--- src/rtl/processor.sv ---
// Single-cycle processor core: 12-bit PC register plus combinational decode,
// ALU, branch resolution and register/memory control.
module processor (
    input  logic        clock,
    input  logic        reset,
    output logic [11:0] address_imem,
    input  logic [31:0] q_imem,
    output logic [16:0] address_dmem,
    output logic [31:0] data,
    output logic        wren,
    input  logic [31:0] q_dmem,
    output logic        ctrl_writeEnable,
    output logic [4:0]  ctrl_writeReg,
    output logic [4:0]  ctrl_readRegA,
    output logic [4:0]  ctrl_readRegB,
    output logic [31:0] data_writeReg,
    input  logic [31:0] data_readRegA,
    input  logic [31:0] data_readRegB
);
    typedef enum logic [4:0] {
        OP_RTYPE = 5'b00000, OP_J    = 5'b00001, OP_BNE  = 5'b00010,
        OP_JAL   = 5'b00011, OP_JR   = 5'b00100, OP_ADDI = 5'b00101,
        OP_BLT   = 5'b00110, OP_SW   = 5'b00111, OP_LW   = 5'b01000,
        OP_SETX  = 5'b10101, OP_BEX  = 5'b10110
    } opcode_e;

    logic [11:0] pc_q, pc_d, pc_plus1;
    logic [4:0]  opcode, rd, rs, rt, shamt, aluop;
    logic [31:0] imm, tgt, alu_b, alu_y;
    logic        ovf;

    assign opcode = q_imem[31:27];
    assign rd     = q_imem[26:22];
    assign rs     = q_imem[21:17];
    assign rt     = q_imem[16:12];
    assign shamt  = q_imem[11:7];
    assign aluop  = q_imem[6:2];
    assign imm    = {{15{q_imem[16]}}, q_imem[16:0]};
    assign tgt    = {5'b0, q_imem[26:0]};

    assign pc_plus1     = pc_q + 12'd1;
    assign address_imem = pc_q;
    assign data         = data_readRegB;

    always_comb begin
        ctrl_readRegA = rs;
        ctrl_readRegB = rt;
        case (opcode)
            OP_SW:          ctrl_readRegB = rd;
            OP_JR:          ctrl_readRegA = rd;
            OP_BNE, OP_BLT: begin ctrl_readRegA = rd; ctrl_readRegB = rs; end
            OP_BEX:         ctrl_readRegA = 5'd30;
            default: ;
        endcase
    end

    // Only R-type uses the second register as the ALU operand; everything else adds imm.
    always_comb begin
        alu_b = (opcode == OP_RTYPE) ? data_readRegB : imm;
        alu_y = data_readRegA + alu_b;
        ovf   = 1'b0;
        if (opcode == OP_RTYPE) begin
            case (aluop)
                5'b00001: alu_y = data_readRegA - alu_b;
                5'b00010: alu_y = data_readRegA & alu_b;
                5'b00011: alu_y = data_readRegA | alu_b;
                5'b00100: alu_y = data_readRegA << shamt;
                5'b00101: alu_y = $signed(data_readRegA) >>> shamt;
                default: ;
            endcase
            if (aluop == 5'b00000)
                ovf = ~(data_readRegA[31] ^ alu_b[31]) & (alu_y[31] ^ data_readRegA[31]);
            else if (aluop == 5'b00001)
                ovf = (data_readRegA[31] ^ alu_b[31]) & (alu_y[31] ^ data_readRegA[31]);
        end else if (opcode == OP_ADDI) begin
            ovf = ~(data_readRegA[31] ^ alu_b[31]) & (alu_y[31] ^ data_readRegA[31]);
        end
        address_dmem = alu_y[16:0];
    end

    always_comb begin
        ctrl_writeEnable = 1'b0;
        ctrl_writeReg    = rd;
        data_writeReg    = alu_y;
        wren             = 1'b0;
        pc_d             = pc_plus1;
        case (opcode)
            OP_RTYPE: if (aluop <= 5'b00101) begin
                ctrl_writeEnable = 1'b1;
                if (ovf) begin
                    ctrl_writeReg = 5'd30;
                    data_writeReg = (aluop == 5'b00001) ? 32'd3 : 32'd1;
                end
            end
            OP_ADDI: begin
                ctrl_writeEnable = 1'b1;
                if (ovf) begin
                    ctrl_writeReg = 5'd30;
                    data_writeReg = 32'd2;
                end
            end
            OP_LW: begin
                ctrl_writeEnable = 1'b1;
                data_writeReg    = q_dmem;
            end
            OP_SW:  wren = 1'b1;
            OP_J:   pc_d = tgt[11:0];
            OP_JAL: begin
                ctrl_writeEnable = 1'b1;
                ctrl_writeReg    = 5'd31;
                data_writeReg    = {20'b0, pc_plus1};
                pc_d             = tgt[11:0];
            end
            OP_JR:  pc_d = data_readRegA[11:0];
            OP_BNE: if (data_readRegA != data_readRegB) pc_d = pc_plus1 + imm[11:0];
            OP_BLT: if ($signed(data_readRegA) < $signed(data_readRegB)) pc_d = pc_plus1 + imm[11:0];
            OP_SETX: begin
                ctrl_writeEnable = 1'b1;
                ctrl_writeReg    = 5'd30;
                data_writeReg    = tgt;
            end
            OP_BEX: if (data_readRegA != 32'd0) pc_d = tgt[11:0];
            default: ;
        endcase
        // Hold off all side effects while reset is asserted.
        if (!reset) begin
            ctrl_writeEnable = 1'b0;
            wren             = 1'b0;
        end
    end

    always_ff @(posedge clock or negedge reset) begin
        if (!reset) pc_q <= 12'd0;
        else        pc_q <= pc_d;
    end
endmodule

--- config.mk ---
export PLATFORM = sky130hd
export DESIGN_NAME = processor
export DESIGN_NICKNAME = d
export VERILOG_FILES = /design/src/rtl/processor.sv
export SDC_FILE = /design/constraint.sdc
export NUM_CORES = 1
export LEC_CHECK = 0
export CAP_MARGIN = 20
export CORE_ASPECT_RATIO = 0.9
export CORE_UTILIZATION = 30
export CTS_BUF_LIST = sky130_fd_sc_hd__clkbuf_2
export DETAILED_ROUTE_END_ITERATION = 10
export PLACE_DENSITY = 0.5
export SYNTH_ARGS = -nofsm -noshare
export SYNTH_HDL_FRONTEND = slang
export SYNTH_SLANG_ARGS = --single-unit
--- constraint.sdc ---
create_clock -name clock -period 17.4 [get_ports clock]
set_input_delay 4.35 -clock clock [delete_from_list [all_inputs] [get_ports clock]]
set_output_delay 4.35 -clock clock [all_outputs]
set_load 0.01 [all_outputs]
==> results.tsv <==
stage	metric	value	unit
outcome	status	finished, final reports clean	
route	drt_wl_total	63270	um
logic_synthesis	synth_warnings	0	
floorplan	design.core.area	0.04064	mm2
global_routing	grt_pass1_wl	92820	um
logic_synthesis	synthCells	1753	
cts	htree_levels	1	
timing	period_needed	15.35	ns
route	ant_nets	0	
logic_synthesis	async_flop_share	100.0	%
final_layout	area_growth	21.13	%
timing	slew_headroom	35.52	%
final_layout	n_antenna_cell	0	
final_layout	multi_input_area	0.01064	mm2
floorplan	die_area	0.04197	mm2
placed_design	port_buffers	239	
cts	cts_root_buffer	clkbuf_2	
cts	cts_resized	0	
timing	finalCritPeriodShare	88.21	%
logic_synthesis	synth_area_per_cell	7.043	um2
critical_path	crit_required	13.05	ns
critical_path	crit_type	primary input to output pin	
logic_synthesis	synth_common_cells	nor2_1 (172), inv_1 (162), a21oi_1 (144)	
cts	path_clk_slew	0.13	ns
route	num_vias	14770	
power	ir_worst_vdd	0.04239	mV
final_layout	final_nets	2149	
job	cap_violations	0	
global_routing	grt_max_degree	75	
logic_synthesis	synth_cell_types	91	
final_layout	nFillCells	4361	
placed_design	gp_congestion	0.9905	
logic_synthesis	yosysTopAreaCellShare	14.19	%
timing	maxSlewViolCount	0	
final_layout	largest_reg_flops	12	
global_routing	grtUsageTotal	28.87	%
critical_path	cp_max_fo	24	
route	first_pass_iters	9	
power	power	713.8	uW
logic_synthesis	synth_area	0.01235	mm2
timing	worst_slew_pin_slew	0.9615	ns
cts	cts_buffers	3	
floorplan	start_util	30.38	%
placed_design	place_hpwl	49840	um
cts	clk_latency	0.28	ns
cts	tritoncts	built	
logic_synthesis	synthFlopType	dfrtp_1	
final_layout	layout-drive-gt1-share	8.107	%
timing	grt_setup_unrepaired	no	
timing	hold_viol_final	0	
logic_synthesis	netlist.top_cell.by_area	ha_1	
power	p_leak	6.253	nW
route	drt_iter0_markers	1693	
logic_synthesis	ys_seq_area_share	2.432	%
route	wl_per_cell	26.20	um
floorplan	ioPinCount	240	
timing	fin_skew	0.001218	ns
cts	clockBufferDepth	2	
global_routing	overflow	0	
logic_synthesis	ys_seq_elements	12	
critical_path	cp-end-kind	output pin	
timing	setup_viol_count_final	0	
global_routing	grt_pass1_vias	13910	
placed_design	dp.cells	2410	
floorplan	die_h	194.5	um
route	avgViaCountPerCell	6.115	
cts	cts_hold_buf	0	
logic_synthesis	synth_nets	2026	
cts	cts_setup_buffers	0	
timing	setup_tns	0	ns
final_layout	final_cells	2415	
timing	fin_worst_hold_slack	0.6414	ns
logic_synthesis	synth_area_leaders	ha_1 (14%), mux4_2 (11%), a21oi_1 (5.8%), nor2_1 (5.2%), o21ai_0 (5.1%)	
critical_path	startpoint_type	primary input	
timing	max_freq	65.15	MHz
critical_path	worstPathArrival	11.00	ns
cts	cts_sinks	12	
final_layout	regArea	300.3	um2
min_path	min_path_type	register to register	
power	power_density	47.73	mW/mm2
global_routing	antenna_found_initial	0	
route	drc	0	
floorplan	rows	70	
logic_synthesis	synth_edf_count	0	
floorplan	die_w	215.8	um
logic_synthesis	synthMostInstantiatedCell	nor2_1	
area by class of cell:
cell class / instances / share of cell area, %
Multi-Input combinational cell: 1412 / 71.15
Clock buffer: 3 / 0.1004
Timing Repair Buffer: 282 / 18.06
Clock inverter: 1 / 0.02510
Inverter: 165 / 4.142
Tap cell: 540 / 4.518
Sequential cell: 12 / 2.008
where the power goes:
part | switching (mW) | total (mW) | internal [mW]
sequential | 0.0138 | 0.0520 | 0.0382
combinational | 0.370 | 0.646 | 0.276
clock | 0.0107 | 0.0157 | 0.00499
final timing paths:
kind	cells after the start	endpoint	start	slack, ns
worst max-delay path	17	data_writeReg[25]	q_imem[29]	2.05
worst min-delay path	1	address_imem[0]	address_imem[0]	0.64
worst max register to register	13	address_imem[10]	address_imem[0]	13.80
worst min register to register	1	address_imem[0]	address_imem[0]	0.64
max in group asynchronous	1	address_imem[5]	reset	12.48
min in group asynchronous	1	address_imem[1]	reset	4.48
per-layer routing:
| layer | wire length [um] | global-route usage (%) |
|---|---|---|
| met3 | 4953 | 3.818 |
| met4 | 1651 | 6.803 |
| met5 | 0 | 0 |
| met1 | 28910 | 41.73 |
| met2 | 27760 | 44.92 |
critical path, stage by stage:
cell and delay (ns):
clkdlybuf4s50_1 0.68, or3_1 0.55, or3_1 0.72, o21ai_0 0.39, inv_1 0.10, ha_1 0.41, nor3_1 0.32, o31ai_1 0.20
a31oi_1 0.62, o41ai_4 0.23, o31ai_1 0.33, a311oi_2 0.18, or3_4 0.41, a21o_4 0.26, a41oi_2 0.50, o21ai_1 0.19
clkdlybuf4s50_1 0.51
logic make-up (layout without fill, tap and decap cells):
logic type / after synthesis / count (layout) / share of synthesized area (%)
AO/OA/AOI/OAI: 624 / 624 / 34.40
XOR/XNOR: 35 / 35 / 2.483
adder cells (fa/ha/maj): 143 / 143 / 14.68
buffers and inverters: 329 / 451 / 11.68
flip-flops: 12 / 12 / 2.432
multiplexers: 113 / 113 / 15.52
AND/OR/NAND/NOR: 497 / 497 / 18.82
cell usage in the layout (no fill, tap or decap), types with 8 or more instances in the layout:
cell and count:
clkdlybuf4s50_1 235, nor2_1 171, inv_1 161, a21oi_1 144, ha_1 140, nand2_1 133, o21ai_0 126, mux4_2 62
a21o_1 50, buf_4 45, mux2i_1 44, nor3_1 39, nand3_1 26, o31ai_1 25, a211oi_1 25, xnor2_1 24
o211ai_1 22, a22oi_1 22, nor4_1 21, a221oi_1 19, nand2b_1 19, a222oi_1 18, o22ai_1 15, o21ai_1 14
o21a_1 13, o221ai_1 13, nand4_1 12, nor2b_1 12, a21boi_0 12, a31oi_1 12, dfrtp_1 12, xor2_1 11
or3_1 10, and2_1 10, and3_1 10, o21bai_1 10, a221o_1 9, a2111oi_0 8
metrics by stage:
| stage | instance area, um2 | setup WS [ns] | util (%) |
|---|---|---|---|
| after floorplan | 12350 | 4.486 | - |
| after global placement | 14930 | 2.222 | 36.73 |
| after detailed placement | 14930 | 2.166 | 36.73 |
| after CTS | 14950 | 2.162 | 36.78 |
| after global routing | 14950 | 1.540 | 36.80 |
| final | 14950 | 2.051 | 36.80 |
Note: power is estimated with default switching activity, not from simulation.
